===== config.mk =====
export PLATFORM = sky130hd
export DESIGN_NAME = mult_sequencer
export DESIGN_NICKNAME = d
export VERILOG_FILES = /design/src/rtl/mult_sequencer.sv
export SDC_FILE = /design/constraint.sdc
export NUM_CORES = 1
export LEC_CHECK = 0
export BUFFER_PORTS_ARGS = -buffer_cell sky130_fd_sc_hd__buf_4
export CORE_AREA = 2 2 39 41
export CTS_CLUSTER_DIAMETER = 80
export DETAILED_ROUTE_END_ITERATION = 6
export DIE_AREA = 0 0 41 43
export GPL_TIMING_DRIVEN = 0
export PLACE_DENSITY = 0.66
export REMOVE_ABC_BUFFERS = 1
export SLEW_MARGIN = 20
export SYNTH_ARGS = -nofsm -noshare
export SYNTH_HDL_FRONTEND = slang
export SYNTH_SLANG_ARGS = --single-unit

===== constraint.sdc =====
create_clock -name Clk -period 1.3 [get_ports Clk]
set_input_delay 0.13 -clock Clk [delete_from_list [all_inputs] [get_ports Clk]]
set_output_delay 0.13 -clock Clk [all_outputs]
set_load 0.03 [all_outputs]

===== src/rtl/mult_sequencer.sv =====
// -----------------------------------------------------------------------------
// mult_sequencer
//
// Control FSM for an add-shift signed multiplier datapath. The datapath has an
// X/A accumulator, a B multiplier register, a 9-bit adder/subtracter and an
// arithmetic shifter. This block turns the Run and Load_Clear requests into
// one-cycle datapath strobes. Each multiply performs WIDTH iterations. Every
// iteration takes one OP cycle and one SH cycle, so latency is fixed.
//
// Ports
//   Clk         system clock, rising edge
//   Reset       asynchronous, active-low reset
//   Run         start a multiply (synchronized, debounced)
//   Load_Clear  clear X/A and load B from the switches (synchronized)
//   M           current B[0] from the datapath
//   Clr_Ld      strobe: X/A <= 0, B <= SW
//   Clr_XA      strobe: X/A <= 0 at the start of a multiply
//   Add         strobe: X/A <= X/A + SW (9-bit, sign-extended)
//   Sub         strobe: X/A <= X/A - SW (sign-bit correction, last iteration)
//   Shift       strobe: arithmetic right shift of {X,A,B}
//   Busy        high from START through the last SH state
//   Done        high while in DONE
//   Iter        current iteration index, 0..WIDTH-1
// -----------------------------------------------------------------------------
module mult_sequencer #(
    parameter int WIDTH = 8,
    parameter int CNT_W = $clog2(WIDTH)
) (
    input  logic             Clk,
    input  logic             Reset,
    input  logic             Run,
    input  logic             Load_Clear,
    input  logic             M,
    output logic             Clr_Ld,
    output logic             Clr_XA,
    output logic             Add,
    output logic             Sub,
    output logic             Shift,
    output logic             Busy,
    output logic             Done,
    output logic [CNT_W-1:0] Iter
);

    typedef enum logic [2:0] {
        S_IDLE   = 3'd0,
        S_CLR_LD = 3'd1,
        S_START  = 3'd2,
        S_OP     = 3'd3,
        S_SH     = 3'd4,
        S_DONE   = 3'd5
    } state_t;

    localparam logic [CNT_W-1:0] LAST_ITER = CNT_W'(WIDTH - 1);

    state_t           state_q;
    state_t           state_d;
    logic [CNT_W-1:0] iter_q;
    logic [CNT_W-1:0] iter_d;
    logic             last_iter;

    // The compare uses the current index before any increment. The counter
    // therefore stops at WIDTH-1 and never wraps.
    assign last_iter = (iter_q == LAST_ITER);
    assign Iter      = iter_q;

    always_ff @(posedge Clk or negedge Reset) begin
        if (!Reset) begin
            state_q <= S_IDLE;
            iter_q  <= '0;
        end else begin
            state_q <= state_d;
            iter_q  <= iter_d;
        end
    end

    // The next state and all outputs come from the registered state. The only
    // Mealy term is M, which gates Add/Sub in OP. A reset clears state_q
    // asynchronously, so every strobe drops without waiting for a clock edge.
    always_comb begin
        state_d = state_q;
        iter_d  = iter_q;
        Clr_Ld  = 1'b0;
        Clr_XA  = 1'b0;
        Add     = 1'b0;
        Sub     = 1'b0;
        Shift   = 1'b0;
        Busy    = 1'b0;
        Done    = 1'b0;

        case (state_q)
            S_IDLE: begin
                // A load request wins over a run request.
                if (Load_Clear) begin
                    state_d = S_CLR_LD;
                end else if (Run) begin
                    state_d = S_START;
                end
            end

            S_CLR_LD: begin
                Clr_Ld  = 1'b1;
                state_d = S_IDLE;
            end

            S_START: begin
                Clr_XA  = 1'b1;
                Busy    = 1'b1;
                iter_d  = '0;
                state_d = S_OP;
            end

            S_OP: begin
                Busy = 1'b1;
                // B[7] carries negative weight, so the last partial product
                // is subtracted. When M=0 the cycle is still spent, which
                // keeps the latency fixed.
                if (M) begin
                    if (last_iter) begin
                        Sub = 1'b1;
                    end else begin
                        Add = 1'b1;
                    end
                end
                state_d = S_SH;
            end

            S_SH: begin
                Shift = 1'b1;
                Busy  = 1'b1;
                if (last_iter) begin
                    state_d = S_DONE;
                end else begin
                    iter_d  = iter_q + CNT_W'(1);
                    state_d = S_OP;
                end
            end

            S_DONE: begin
                Done = 1'b1;
                // Stay here while Run is held, so each press gives one multiply.
                if (!Run) begin
                    state_d = Load_Clear ? S_CLR_LD : S_IDLE;
                end
            end

            default: begin
                state_d = S_IDLE;
            end
        endcase
    end

endmodule


==> results of run 1 <==
layout by cell type (no fill, tap or decap), drive strengths merged:
| cell | Yosys | final |
|---|---|---|
| a21oi | 1 | 1 |
| clkbuf | 0 | 3 |
| nor3 | 4 | 4 |
| o21bai | 2 | 2 |
| inv | 1 | 1 |
| a22o | 6 | 6 |
| dlygate4sd3 | 0 | 1 |
| a221oi | 1 | 1 |
| o21ai | 1 | 1 |
| and2 | 1 | 1 |
| buf | 3 | 21 |
| nor2 | 1 | 1 |
| mux2 | 1 | 1 |
| ha | 2 | 2 |
| nor2b | 4 | 4 |
| nand2b | 1 | 1 |
| nand2 | 2 | 2 |
| nor3b | 1 | 1 |
| a21bo | 1 | 1 |
| or2b | 1 | 1 |
| dfrtp | 6 | 6 |
where the power goes:
group	internal, uW	switching [uW]	total (uW)	leakage [uW]
Sequential	256	108	363	0.0000754
Combinational	506	470	976	0.000226
Clock	104	67.8	172	0.0000138
Total	866	646	1510	0.000315
layer usage:
| metal | GRT usage [%] | up-vias | share of wire (%) |
|---|---|---|---|
| li1 | - | 190 | - |
| met1 | 17.15 | 175 | 43 |
| met2 | 24.38 | 13 | 49 |
| met3 | 3.141 | 2 | 5.9 |
| met4 | 4.000 | 0 | 1.2 |
| met5 | 0 | - | 0 |
sequential cells by signal, indices dropped and copies added (netlist names):
signal,flops
Iter,3
state_q,3
stage by stage:
stage	total power, uW	setup TNS, ns	hold slack (ns)	worst slack [ns]	instance area [um2]
global placement	1056	-0.7246	-0.06130	-0.1799	521.8
floorplan	852.6	-2.187	-0.1656	-0.5927	396.6
detailed placement	1069	-0.8784	-0.05833	-0.2095	521.8
finish	1512	-0.6155	0.2060	-0.1323	695.7
CTS	1429	-0.6993	0.2087	-0.1173	658.1
global route	1629	-1.150	0.2303	-0.1951	695.7
final cells by class:
class	instances	area (um2)	area share, %
clock buffers	3	22.52	3.237
well taps	16	20.02	2.878
multi-input cells	30	312.8	44.96
inverters	1	3.754	0.5396
flip-flops and latches	6	153.9	22.12
repair buffers	22	182.7	26.26
worst min-delay path: cells and delay by family:
family / cells / cell delay, ns
compound gates: 2 / 0.19
buf+inv: 1 / 0.09
cells by family after synthesis:
group | share of synthesized area (%)
AND/OR/NAND/NOR | 26.04
buffers and inverters | 7.099
adder cells (fa/ha/maj) | 5.916
AO/OA/AOI/OAI | 22.78
flip-flops | 35.50
multiplexers | 2.663
worst paths after layout:
kind	cells past startpoint	to
setup reg to reg	6	Iter[0]$_DFFE_PN0P_
hold reg to reg	1	state_q[1]$_DFFE_PN0P_
max in group asynchronous	2	state_q[1]$_DFFE_PN0P_
setup / recovery	3	Sub
hold / removal	3	state_q[2]$_DFFE_PN0P_
min in group asynchronous	2	Iter[2]$_DFFE_PN0P_
timing repair:
action / CTS / global route
gates resized for setup: 16 / 5
pin swaps: 6 / 5
setup endpoints to repair: 11 / 9
hold buffers: 1 / 0
buffers inserted: 6 / 1
endpoints found under the hold margin: 6 / 0
==> results.md, run 1 <==
- Global-route wire length before repair: roughly 1700 um
- Drt drc: 0
- Routed via count: 380
- GRT Total Usage: between 10 and 15%
- Drt initial violations: 1
- Synth top area cells: dfrtp_1 (36%), a22o_1 (12%), nor2b_4 (6.5%)
- Main synth FF type: dfrtp_1
- Sink Count: 6
- Crit. End Element: primary output
- Syn Inst Count: 40
- Slew Limit Headroom: 85.08%
- Root Buffer: clkbuf_4
- Worst Path Required: roughly 1.2 ns
- Finished Core Util: ~50%
- Commonest cells post-synth: a22o_1 (6), dfrtp_1 (6), nor3_1 (3)
- Ant. Diodes: 0
- CP Max Fanout: 5
- Critical Path, Cell by Cell: or2b_4, nor3_2, buf_4
- Reg-to-reg critical path startpoint: Iter[0]$_DFFE_PN0P_
- Std-Cell Rows: 14
- Sequential-to-total area share from yosys stat: around 36%
- Die Ht: roughly 43 um
- WS Path Type: reg2out
- Routed WL: just over 1000 um
- Synthesized area: about 420 um2
- Worst Hold Class: in2reg
- Final setup fails: 7
- Top cell type's share of synthesized area: approximately 36%
- Io pins: 15
- Outcome: finished with violations
- Number of synthesized flops with an enable pin: 0
- CP top delay family: simple AND/OR/NAND/NOR gates
- Worst reg2reg setup slack: -0.11 ns
- Max-cap violations: 0
- Worst-Skew Late Latency: around 0.24 ns
- Leakage: ~0.00031 uW
- CTS tree: built
- Overflow after GRT: 0
- Worst setup SP type: flip-flop
- Dominant cell type by area after synthesis: dfrtp_1
- Worst Path Buf+Inv: 1
- Tcrit/Tclk final: 110.2%
- Pwr/cell area: between 2000 and 2500 nW/um2
- Final nets: just over 70
- Layout Cells excl Fill: 78
- Achievable frequency: 698.2 MHz
- RSZ-0062 raised after global routing: true
- Maximum number of pins on one net before global-route repair: 11
- YS warnings: 0
- Die Width: approximately 41 um
- Die ar.: 1763 um2
- Slew Limit Fails: 0
- TritonCTS buffer count: 3
- Delay of the slowest critical-path stage: around 0.40 ns
- Initial Utilization: between 30% and 40%
- Pre-Repair DR Iteration Count: 2
- Area delta synth->final: 64.50%
- Dpl cells: 67
- Slew @ Worst Pin: between 0.2 and 0.25 ns
- Min-Delay Startpoint: Run
- Layout cells sized above 1: around 66%
- H-tree depth: 1
- Failing checks: negative setup slack
- ANT nets after route: 0
- Final WS setup: -0.1323 ns
- Ys async rst share: between 90% and 100%
- CP startpoint: state_q[1]$_DFFE_PN0P_
- Routed vias/inst: between 4 and 5
- Fill cells: ~130
- Distinct cells, synth: 22
- CTS max path bufs: 2
- PortBufs: 14
- Data arrival, critical path: 1.30 ns
- Clock slew at reported path FFs: approximately 0.050 ns
- Core Area: about 1400 um2
- Max IR drop VDD: 0.9943 mV
- Worst Skew: slightly below 0.007 ns
- Initial antenna violation count: 0
- Average wire per standard cell: about 13 um
- Gpl congestion: around 0.64
- Vias in the first global route: approximately 390
- CP max-delay cell: dfrtp_2
- Hold Fails Final Rpt: 0
- Yosys reg bits: 6
- Period minus WS final: approximately 1.4 ns
- Syn avg cell area: approximately 11 um2
Note: power is estimated with default switching activity, not from simulation.
==> inputs of run 2 (changes only) <==
--- a/config.mk
+++ b/config.mk
@@ -11,9 +11,9 @@
 export DETAILED_ROUTE_END_ITERATION = 6
 export DIE_AREA = 0 0 41 43
 export GPL_TIMING_DRIVEN = 0
-export PLACE_DENSITY = 0.66
 export REMOVE_ABC_BUFFERS = 1
 export SLEW_MARGIN = 20
 export SYNTH_ARGS = -nofsm -noshare
 export SYNTH_HDL_FRONTEND = slang
 export SYNTH_SLANG_ARGS = --single-unit
+export TNS_END_PERCENT = 1
==> results.md, run 2 (synthesized netlist as in run 1, its figures left out) <==
- Outcome: finished with violations (unchanged)
- Failing checks: negative setup slack (unchanged)
- Hold Fails Final Rpt: 0 (unchanged)
- Std-Cell Rows: 14 (unchanged)
- Reg-to-reg critical path startpoint: Iter[1]$_DFFE_PN0P_ (was Iter[0]$_DFFE_PN0P_)
- Initial antenna violation count: 0 (unchanged)
- PortBufs: 14 (unchanged)
- Slew @ Worst Pin: 0.2369 ns (was 0.2238 ns)
- Worst Path Required: 1.17 ns (about the same)
- Final nets: 71 (unchanged)
- CP Max Fanout: 5 (unchanged)
- Fill cells: 133 (was 131)
- TritonCTS buffer count: 3 (unchanged)
- R2R depth: 6 (unchanged)
- Root Buffer: clkbuf_4 (unchanged)
- Commonest non-fill, non-tap cell in the layout: buf_4 (unchanged)
- Hold slack: 0.2078 ns (was 0.2060 ns)
- Sink Count: 6 (unchanged)
- Finished Core Util: 49.19% (was 50.27%)
- Worst Skew: 0.006976 ns (was 0.006958 ns)
- Leakage: 0.0003135 uW (was 0.0003148 uW)
- CTS tree: built (unchanged)
- Data arrival, critical path: 1.32 ns (was 1.30 ns)
- Layout cells sized above 1: 66.13% (unchanged)
- RSZ-0062 raised after global routing: true (unchanged)
- Global-route wire length before repair: 1649 um (was 1697 um)
- Max-cap violations: 0 (unchanged)
- Final setup fails: 7 (unchanged)
- Clock slew at reported path FFs: 0.05 ns (about the same)
- Die ar.: 1763 um2 (unchanged)
- Worst setup endpoint: Sub (unchanged)
- Core Area: 1384 um2 (unchanged)
- Dpl cells: 67 (unchanged)
- Ant. Diodes: 0 (unchanged)
- Slew Limit Fails: 0 (unchanged)
- Slew Limit Headroom: 84.21% (was 85.08%)
- Routed vias/inst: 4.885 (was 4.872)
- Routed WL: 1024 um (was 1011 um)
- Max IR drop VDD: 0.9696 mV (was 0.9943 mV)
- Overflow after GRT: 0 (unchanged)
- Drt initial violations: 3 (was 1)
- Worst Hold Class: in2reg (unchanged)
- Worst-Skew Late Latency: 0.25 ns (was 0.24 ns)
- Pre-Repair DR Iteration Count: 2 (unchanged)
- Routed via count: 381 (was 380)
- Reg2reg end: Iter[0]$_DFFE_PN0P_ (unchanged)
- Final WS setup: -0.1473 ns (was -0.1323 ns)
- Commonest non-fill, non-tap cells in the layout: buf_4 (17), a22o_1 (6), buf_6 (4) (unchanged)
- Drt drc: 0 (unchanged)
- DP HPWL: approximately 600 um
- H-tree depth: 1 (unchanged)
- Die Ht: 43 um (unchanged)
- Die Width: 41 um (unchanged)
- GRT Total Usage: 13.98% (was 14.39%)
- Layout Cells excl Fill: 78 (unchanged)
- CP startpoint: state_q[2]$_DFFE_PN0P_ (was state_q[1]$_DFFE_PN0P_)
- Initial Utilization: 30.56% (unchanged)
- Gpl congestion: 0.5869 (was 0.6359)
- Pwr/cell area: 2170 nW/um2 (was 2173 nW/um2)
- CTS max path bufs: 2 (unchanged)
- Average wire per standard cell: 13.13 um (was 12.96 um)
- Worst reg2reg setup slack: -0.14 ns (was -0.11 ns)
- Crit. End Element: primary output (unchanged)
- ANT nets after route: 0 (unchanged)
- Maximum number of pins on one net before global-route repair: 11 (unchanged)
- Tcrit/Tclk final: 111.3% (was 110.2%)
- Area delta synth->final: 60.95% (was 64.50%)
- Worst setup SP type: flip-flop (unchanged)
- Achievable frequency: 690.9 MHz (was 698.2 MHz)
- Vias in the first global route: 364 (was 388)
- Period minus WS final: 1.447 ns (was 1.432 ns)
- Io pins: 15 (unchanged)
- WS Path Type: reg2out (unchanged)
[run 2: worst min path at each step]
stage                             endpoint  slack (ns)  start  cells after the start
floorplan              Iter[0]$_DFFE_PN0P_       -0.17  Reset                      0
global placement       Iter[2]$_DFFE_PN0P_       -0.06  Reset                      1
detailed placement     Iter[2]$_DFFE_PN0P_       -0.06  Reset                      1
CTS                 state_q[2]$_DFFE_PN0P_        0.20    Run                      3
global route        state_q[2]$_DFFE_PN0P_        0.23    Run                      3
finish              state_q[2]$_DFFE_PN0P_        0.21    Run                      3
[run 2: where the power goes]
part | switching [uW] | internal [uW] | total, uW
sequential | 111 | 256 | 366
combinational | 454 | 484 | 938
clock | 67.9 | 104 | 172
[run 2: area by class of cell]
cell class,instances,area [um2],share of cell area [%]
Timing Repair Buffer,22,182.7,26.84
Sequential cell,6,153.9,22.61
Multi-Input combinational cell,30,297.8,43.75
Clock buffer,3,22.52,3.309
Inverter,1,3.754,0.5515
Tap cell,16,20.02,2.941
[run 2: metal layers]
metal / up-vias / global-route usage, % / routed length (um)
li1: 192 / - / -
met4: 0 / 8.000 / 0
met5: - / 0 / 0
met2: 11 / 21.25 / 509
met1: 178 / 17.15 / 453
met3: 0 / 3.141 / 61
[run 2: repair_timing]
item,4_1_cts,5_1_grt
endpoints found under the setup margin,11,10
hold buffers,1,0
endpoints found under the hold margin,6,0
resized for setup,12,8
setup buffers,5,2
pin swaps,6,2
[run 2: critical path, stage by stage (launching register included)]
cell     delay [ns]
dfrtp_2        0.43
or2b_4         0.29
nor3_2         0.17
buf_4          0.18
[run 2: per-stage QoR]
stage / total power (uW) / cell area (um2) / TNS [ns] / setup WS, ns
after CTS: 1374 / 631.9 / -0.8468 / -0.1420
final: 1477 / 680.7 / -0.7168 / -0.1473
after global routing: 1588 / 680.7 / -1.125 / -0.2034
after global placement: 1059 / 521.8 / -0.7600 / -0.1848
after floorplan: 852.6 / 396.6 / -2.187 / -0.5927
after detailed placement: 1066 / 521.8 / -0.8262 / -0.2015
==> inputs of run 3 (changes only) <==
--- a/config.mk
+++ b/config.mk
@@ -12,6 +12,7 @@
 export DIE_AREA = 0 0 41 43
 export GPL_TIMING_DRIVEN = 0
 export REMOVE_ABC_BUFFERS = 1
+export SETUP_SLACK_MARGIN = 0.5
 export SLEW_MARGIN = 20
 export SYNTH_ARGS = -nofsm -noshare
 export SYNTH_HDL_FRONTEND = slang
==> results.md, run 3 (synthesized netlist as in run 1, its figures left out) <==
- Outcome: finished with violations (unchanged)
- Failing checks: negative setup slack (unchanged)
- Final WS setup: -0.1547 ns (was -0.1473 ns)
- Instance area at placement: 521.8 um2 (unchanged)
- Initial Utilization: 30.56% (unchanged)
- Final nets: 71 (unchanged)
- Overflow after GRT: 0 (unchanged)
- Flop pwr share: 24.5% (was 24.8%)
- Initial antenna violation count: 0 (unchanged)
- Drt initial violations: 3 (unchanged)
- Worst Hold Class: in2reg (unchanged)
- Critical Path, Cell by Cell: or2b_4, nor3_2, buf_4 (unchanged)
- Post-route cell area: 689.4 um2 (was 680.7 um2)
- Crit. End Element: primary output (unchanged)
- Period minus WS final: 1.455 ns (was 1.447 ns)
- Vias in the first global route: 381 (was 364)
- CTS max path bufs: 2 (unchanged)
- Dpl cells: 67 (unchanged)
- Maximum number of pins on one net before global-route repair: 11 (unchanged)
- Global-route wire length before repair: 1676 um (was 1649 um)
- Combinational fraction of design power: 64.0% (was 63.5%)
- WS Path Type: reg2out (unchanged)
- Final setup fails: 7 (unchanged)
- Die Width: 41 um (unchanged)
- GRT Total Usage: 14.19% (was 13.98%)
- CP Max Fanout: 5 (unchanged)
- Worst-Skew Late Latency: 0.24 ns (was 0.25 ns)
- Clock power share: 11.5% (was 11.7%)
- Average wire per standard cell: 12.99 um (was 13.13 um)
- Tcrit/Tclk final: 111.9% (was 111.3%)
- Slew Limit Headroom: 85.20% (was 84.21%)
- Achievable frequency: 687.4 MHz (was 690.9 MHz)
- Layout Cells excl Fill: 78 (unchanged)
- Die Ht: 43 um (unchanged)
- TritonCTS buffer count: 3 (unchanged)
- Int Power: 855.9 uW (was 844.0 uW)
- Commonest non-fill, non-tap cells in the layout: buf_4 (14), buf_6 (7), a22o_1 (6) (was buf_4 (17), a22o_1 (6), buf_6 (4))
- Routed via count: 377 (was 381)
- Area delta synth->final: 63.02% (was 60.95%)
- Sw Ratio: 42.34% (was 42.85%)
- Slew @ Worst Pin: 0.2220 ns (was 0.2369 ns)
- Core Area: 1384 um2 (unchanged)
- CTS tree: built (unchanged)
- Worst Path Buf+Inv: 1 (unchanged)
- Max IR drop VDD: 0.9265 mV (was 0.9696 mV)
- Sink Count: 6 (unchanged)
- Routed WL: 1013 um (was 1024 um)
- Delay of the slowest critical-path stage: 0.43 ns (about the same)
- Max-cap violations: 0 (unchanged)
- Leakage: 0.0003160 uW (was 0.0003135 uW)
- Worst Skew: 0.005662 ns (was 0.006976 ns)
- Drt drc: 0 (unchanged)
- Io pins: 15 (unchanged)
- Worst Path Required: 1.17 ns (about the same)
- Slew Limit Fails: 0 (unchanged)
- Gpl congestion: 0.5869 (unchanged)
- CP max-delay cell: dfrtp_2 (unchanged)
- Ant. Diodes: 0 (unchanged)
- H-tree depth: 1 (unchanged)
- Die ar.: 1763 um2 (unchanged)
- Worst setup SP type: flip-flop (unchanged)
- DP HPWL: 598.3 um (unchanged)
- Data arrival, critical path: 1.32 ns (about the same)
- Root Buffer: clkbuf_4 (unchanged)
- Hold Fails Final Rpt: 0 (unchanged)
- Layout cells sized above 1: 64.52% (was 66.13%)
- Pre-Repair DR Iteration Count: 4 (was 2)
- CP top delay family: simple AND/OR/NAND/NOR gates (unchanged)
- Pwr/cell area: 2153 nW/um2 (was 2170 nW/um2)
- Std-Cell Rows: 14 (unchanged)
- Net load switching power: 628.6 uW (was 632.8 uW)
- Routed vias/inst: 4.833 (was 4.885)
- Clock slew at reported path FFs: 0.05 ns (about the same)
- RSZ-0062 raised after global routing: true (unchanged)
- Commonest non-fill, non-tap cell in the layout: buf_4 (unchanged)
- PortBufs: 14 (unchanged)
- ANT nets after route: 0 (unchanged)
-- run 3: what timing repair did --
action | in CTS | in global routing
hold endpoints to repair | 6 | 0
setup endpoints to repair | 16 | 16
hold buffers | 1 | 0
pin swaps | 7 | 3
setup buffers | 5 | 2
resized for setup | 16 | 6
-- run 3: cell type report --
class | instances | area (um2)
tap | 16 | 20.02
multi-input combinational | 30 | 295.3
inverter | 1 | 3.754
timing repair buffer | 22 | 193.9
sequential | 6 | 153.9
clock buffer | 3 | 22.52
fill | 132 | 694.4
-- run 3: final timing paths --
| kind | startpoint | to | slack, ns | depth (start not counted) |
|---|---|---|---|---|
| max | state_q[2]$_DFFE_PN0P_ | Sub | -0.15 | 3 |
| min | Run | state_q[2]$_DFFE_PN0P_ | 0.21 | 3 |
| max reg2reg | Iter[1]$_DFFE_PN0P_ | Iter[0]$_DFFE_PN0P_ | -0.13 | 6 |
| min reg2reg | state_q[0]$_DFFE_PN0P_ | state_q[1]$_DFFE_PN0P_ | 0.59 | 1 |
| max in group asynchronous | Reset | state_q[1]$_DFFE_PN0P_ | 0.92 | 2 |
| min in group asynchronous | Reset | Iter[1]$_DFFE_PN0P_ | 0.24 | 2 |
-- run 3: metrics by stage --
stage / util, % / hold slack [ns] / setup TNS (ns) / setup WS, ns / total power (uW)
4_1_cts: 46.75 / 0.1959 / -0.8250 / -0.1420 / 1402
6_report: 49.82 / 0.2097 / -0.7053 / -0.1547 / 1484
5_1_grt: 49.82 / 0.2297 / -1.158 / -0.2020 / 1595
2_1_floorplan: - / -0.1656 / -2.187 / -0.5927 / 852.6
3_5_place_dp: 37.70 / -0.05781 / -0.8262 / -0.2015 / 1066
3_3_place_gp: 37.70 / -0.06047 / -0.7600 / -0.1848 / 1059
-- run 3: power groups by stage --
stage,logic (uW),clock network [uW],registers [uW]
after floorplan,444,0,409
after global placement,653,0,406
after detailed placement,659,0,407
after CTS,855,186,360
after global routing,1030,190,375
final,951,171,363
-- run 3: metal layers --
layer  share of wire, %  GRT usage (%)
met5                  0              0
met4                  0          8.000
met3                5.8          3.141
met2                 47          21.25
met1                 47          17.80
-- run 3: tightest hold or removal path: stages --
cell and delay (ns):
buf_4 0.09, a21bo_1 0.09, a22o_1 0.11
